## src/rtl/buf_bus_arbiter.sv

```systemverilog
// Round-robin arbiter that grants one requester at a time onto a buffered shared bus,
// registering the owner's data and forcing an OE-low turnaround between owners.
module buf_bus_arbiter #(
    parameter int unsigned N       = 4,
    parameter int unsigned W       = 8,
    parameter int unsigned MAXHOLD = 8,
    parameter int unsigned TURN    = 1
) (
    input  logic                 CLK,
    input  logic                 RST,
    input  logic [N-1:0]         REQ,
    input  logic [N*W-1:0]       DIN,
    output logic [N-1:0]         GNT,
    output logic                 OE,
    output logic [W-1:0]         Z,
    output logic [$clog2(N)-1:0] OWNER,
    output logic                 BUSY
);

    localparam int unsigned OW = $clog2(N);
    localparam int unsigned SW = OW + 1;
    localparam int unsigned HW = $clog2(MAXHOLD + 1);

    typedef enum logic [1:0] {
        ST_IDLE,
        ST_DRIVE,
        ST_TURN
    } state_t;

    state_t          state_q, state_d;
    logic [N-1:0]    gnt_q, gnt_d;
    logic            oe_q, oe_d;
    logic [W-1:0]    z_q, z_d;
    logic [OW-1:0]   owner_q, owner_d;
    logic            busy_q, busy_d;
    logic [HW-1:0]   hold_q, hold_d;
    logic [1:0]      turn_q, turn_d;
    logic [OW-1:0]   start_q, start_d;

    logic [W-1:0]    din_a [N];
    logic [OW-1:0]   win_idx;
    logic            win_found;
    logic            req_own;
    logic            req_other;
    logic            hold_sat;

    always_comb begin
        for (int unsigned i = 0; i < N; i++) begin
            din_a[i] = DIN[i*W +: W];
        end
    end

    // First set request searching upward from start_q, wrapping at N.
    always_comb begin : pick
        logic [SW-1:0] cand;
        win_found = 1'b0;
        win_idx   = '0;
        cand      = '0;
        for (int unsigned i = 0; i < N; i++) begin
            cand = {1'b0, start_q} + SW'(i);
            if (cand >= SW'(N)) begin
                cand = cand - SW'(N);
            end
            if (!win_found && REQ[cand[OW-1:0]]) begin
                win_found = 1'b1;
                win_idx   = cand[OW-1:0];
            end
        end
    end

    assign req_own   = |(REQ & gnt_q);
    assign req_other = |(REQ & ~gnt_q);
    assign hold_sat  = (hold_q == HW'(MAXHOLD));

    always_comb begin
        state_d = state_q;
        gnt_d   = gnt_q;
        oe_d    = oe_q;
        z_d     = '0;
        owner_d = owner_q;
        busy_d  = busy_q;
        hold_d  = hold_q;
        turn_d  = turn_q;
        start_d = start_q;

        unique case (state_q)
            ST_IDLE: begin
                gnt_d  = '0;
                oe_d   = 1'b0;
                busy_d = 1'b0;
                if (win_found) begin
                    state_d = ST_DRIVE;
                    gnt_d   = N'(1) << win_idx;
                    oe_d    = 1'b1;
                    owner_d = win_idx;
                    z_d     = din_a[win_idx];
                    hold_d  = HW'(1);
                    busy_d  = 1'b1;
                    start_d = (win_idx == OW'(N - 1)) ? '0 : win_idx + OW'(1);
                end
            end
            ST_DRIVE: begin
                if (!req_own || (hold_sat && req_other)) begin
                    state_d = ST_TURN;
                    gnt_d   = '0;
                    oe_d    = 1'b0;
                    turn_d  = 2'd1;
                    busy_d  = 1'b1;
                end else begin
                    z_d    = din_a[owner_q];
                    hold_d = hold_sat ? hold_q : hold_q + HW'(1);
                end
            end
            ST_TURN: begin
                gnt_d = '0;
                oe_d  = 1'b0;
                if (turn_q == 2'(TURN)) begin
                    state_d = ST_IDLE;
                    busy_d  = 1'b0;
                end else begin
                    turn_d = turn_q + 2'd1;
                end
            end
            default: begin
                state_d = ST_IDLE;
                gnt_d   = '0;
                oe_d    = 1'b0;
                busy_d  = 1'b0;
            end
        endcase
    end

    always_ff @(posedge CLK or posedge RST) begin
        if (RST) begin
            state_q <= ST_IDLE;
            gnt_q   <= '0;
            oe_q    <= 1'b0;
            z_q     <= '0;
            owner_q <= '0;
            busy_q  <= 1'b0;
            hold_q  <= '0;
            turn_q  <= '0;
            start_q <= '0;
        end else begin
            state_q <= state_d;
            gnt_q   <= gnt_d;
            oe_q    <= oe_d;
            z_q     <= z_d;
            owner_q <= owner_d;
            busy_q  <= busy_d;
            hold_q  <= hold_d;
            turn_q  <= turn_d;
            start_q <= start_d;
        end
    end

    assign GNT   = gnt_q;
    assign OE    = oe_q;
    assign Z     = z_q;
    assign OWNER = owner_q;
    assign BUSY  = busy_q;

endmodule

```

## config.mk

```make
export PLATFORM = sky130hd
export DESIGN_NAME = buf_bus_arbiter
export DESIGN_NICKNAME = d
export VERILOG_FILES = /design/src/rtl/buf_bus_arbiter.sv
export SDC_FILE = /design/constraint.sdc
export NUM_CORES = 1
export LEC_CHECK = 0
export ABC_AREA = 1
export BUFFER_PORTS_ARGS = -buffer_cell sky130_fd_sc_hd__buf_2
export CAP_MARGIN = 20
export CORE_MARGIN = 1
export CORE_UTILIZATION = 40
export DETAILED_ROUTE_END_ITERATION = 8
export MAX_ROUTING_LAYER = met4
export PLACE_DENSITY = 0.59
export RECOVER_POWER = 50
export SLEW_MARGIN = 20
export SYNTH_ARGS = -nofsm -noshare
export SYNTH_HDL_FRONTEND = slang
export SYNTH_SLANG_ARGS = --single-unit
```

## constraint.sdc

```tcl
create_clock -name CLK -period 2.5 [get_ports CLK]
set_clock_uncertainty 0.1 [all_clocks]
set_input_delay 0.125 -clock CLK [delete_from_list [all_inputs] [get_ports CLK]]
set_output_delay 0.125 -clock CLK [all_outputs]
set_load 0.01 [all_outputs]
```

==> results.ini <==
[synthesis]
ys_types=35
syn_nets=334
ys_ff_latch=26
syn_area_per_cell_um2=7.018
synth_area_mm2=0.002028
yosys_warnings=0
yosysSeqAreaShare_pct=32.08
netlist_instances=289

[global_route]
grt_max_degree=28
grtUsageTotal_pct=21.23
grt_pass1_wl_um=8700
antenna_found_initial=0
grt_pass1_vias=1908
gr-total-overflow=0

[cts]
cts_root_buffer=clkbuf_8
htree_levels=1
clkTransAtPathRegs_ps=90
clock-sinks=26
insertion_delay_ps=270
cts_setup_buffers=0
cts_buffers=3
cts_tree=yes
clock_path_buffers=2

[cells_and_area]
layout_commonest_cell=nand2_1
finalNetCount=388
n_antenna_cell=0
area_growth_pct=19.31
drive_gt1_share_pct=22.81
fin_cells=409
layout_common_cells=81 x nand2_1, 47 x nand3_1, 45 x buf_2, 29 x inv_1, 25 x dfrtp_1

[floorplanning]
io_pins=54
core_mm2=0.004786
fp.dieW_um=73.21
rows=25
start_util_pct=42.38
die_h_um=73.21
fp.dieArea_mm2=0.005359

[pwr]
power_leakage_uw=0.001306
vdd_drop_max_mv=0.4837
p_per_area_mw_per_mm2=1421

[detailed_routing]
wl_per_cell_um=12.35
routed_wl_um=5053
first_pass_iters=4
final_antenna_net_count=0
drc_errors=0
via_count=2074
routed_via_density=5.071
first_iter_violations=150

[timing]
fin_crit_ps=2243
maxSlewViolCount=0
final.setup.tns_ps=0
slew_headroom_pct=4.810
tightest_slew_ps=1428
clock.fmax_ghz=0.4458
fin_crit_sh_pct=89.74
rsz0062_at_grt=false
finalHoldViolations=0
setup_viol_count_final=0

[worst_setup_path]
timing.rr.end=Z[7]
critical_path_required_ps=2570
critPathKind=reg -> reg
worst-path-stages=15
reg2reg_slack_ps=260
worstPathMaxFanout=17
crit_start=start_q[0]
cpLargestDelayFamily=simple AND/OR/NAND/NOR gates
critPathCaptureType=flop
crit_chain=inv_2, nand2_1, nand2_4, nand2_1, nand2_1, nor2_1, nor2_2, nand2_4, nand2_4, buf_4, nand2_1, nand3_1, nand2_1, nand2_1, nand2_1
startpoint_type=flop
cp_slowest_cell=dfrtp_2
crit_top_cell=nand2_1
path_buf_inv=2
rr_worst_depth=15
max_stage_delay_ps=510
endpoint=Z[7]
r2r-start=start_q[0]
worstPathArrival_ps=2310

[placement]
dp.cells=404
numPortBuffers=53
dpl.hpwl_um=3754
gp_congestion=0.8315

[flow_run]
cap_violations=0

[outcome]
status=complete, no violations

[min_path]
hold_class=in -> reg

[synthesized netlist by cell type]
cell	count	area, um^2
nand3_1	47	235.2
nor2_1	6	22.52
o21ai_2	1	8.760
nand3_2	3	30.03
nor2_4	1	11.26
nand2_4	4	45.04
buf_6	3	33.78
a21oi_1	17	85.08
nand2_1	81	304.0
nand2_2	7	43.79
buf_2	2	10.01
nand3b_1	2	15.01
a21oi_2	1	8.760
inv_1	29	108.9
o22ai_1	2	12.51
clkbuf_2	1	5.000
buf_4	1	7.510
mux2i_1	7	70.07
a22o_1	1	8.760
o21ai_0	14	70.07
clkinv_1	1	3.750
a32o_1	2	20.02
a31oi_1	2	12.51
xor2_1	1	8.760
o21a_1	1	7.510
nor2_2	2	12.51
dfrtp_1	26	650.6
o2111ai_1	1	8.760
o31ai_1	2	15.01
ha_1	7	87.58
clkbuf_1	4	15.01
inv_2	4	15.01
nand4_1	1	6.260
o21ai_1	4	20.02
xnor2_1	1	8.760
[sequential cells by signal, indices dropped and copies added, names as in the netlist]
register	cells
BUSY	1
hold_q	4
Z	8
turn_q	2
state_q	2
GNT	4
OWNER	2
OE	1
start_q	2
[kinds of logic after synthesis]
group | count (synthesis) | share of synthesized area (%)
compound gates | 48 | 13.70
xor+xnor | 2 | 0.8638
fa+ha+maj | 7 | 4.318
buf+inv | 45 | 9.808
flops | 26 | 32.08
mux | 7 | 3.455
simple gates | 154 | 35.78
[timing repair]
item	in CTS	in global routing
endpoints found under the hold margin	26	0
hold buffers	1	0
setup endpoints to repair	0	11
resized for setup	0	1
[power breakdown]
group,internal [uW],switching [uW],leakage [uW]
Combinational,841,1520,0.000942
Clock,214,140,0.0000357
Sequential,590,135,0.000329
[metrics by stage]
step,total power (uW),hold slack (ps),util [%],area [um^2],setup slack (ps)
global placement,3082,98.46,49.12,2351,226.4
global route,3811,128.4,50.56,2420,34.51
floorplan,2587,65.02,-,2028,522.0
detailed placement,3103,107.5,49.12,2351,174.5
CTS,3471,87.22,50.82,2432,153.5
finish,3438,90.75,50.56,2420,256.6
[per-layer routing]
| layer | vias to the layer above | share of wire [%] | wire, um | global-route usage [%] |
|---|---|---|---|---|
| met3 | 2 | 4.9 | 249 | 3.039 |
| li1 | 1061 | - | - | - |
| met2 | 73 | 47 | 2351 | 33.74 |
| met5 | - | 0 | 0 | - |
| met4 | 0 | 0.63 | 32 | 4.139 |
| met1 | 938 | 48 | 2420 | 28.85 |
[area by class of cell]
class	instances	area, um^2
Multi-Input combinational cell	218	1179
Fill cell	493	2366
Timing Repair Buffer	60	306.5
Clock inverter	1	30.03
Sequential cell	26	651.9
Inverter	34	127.6
Tap cell	67	83.83
Clock buffer	3	41.29
[how the worst min path moves through the flow]
| stage | slack, ps | cells past startpoint | start | endpoint |
|---|---|---|---|---|
| final | 90 | 5 | DIN[1] | Z[1] |
| after global routing | 130 | 5 | DIN[4] | Z[4] |
| after CTS | 90 | 5 | DIN[1] | Z[1] |
| after detailed placement | 110 | 3 | RST | Z[2] |
| after global placement | 100 | 3 | RST | Z[2] |
| after floorplan | 70 | 1 | RST | BUSY |
[worst register-to-register path, stage by stage, from the launching register on]
cell and delay, ps:
dfrtp_2 510, inv_2 170, nand2_1 110, nand2_4 110
nand2_1 50, nand2_1 100, nor2_1 60, nor2_2 130
nand2_4 150, nand2_4 120, buf_4 210, nand2_1 80
nand3_1 80, nand2_1 50, nand2_1 60, nand2_1 50
(Power assumes the default switching activity.)
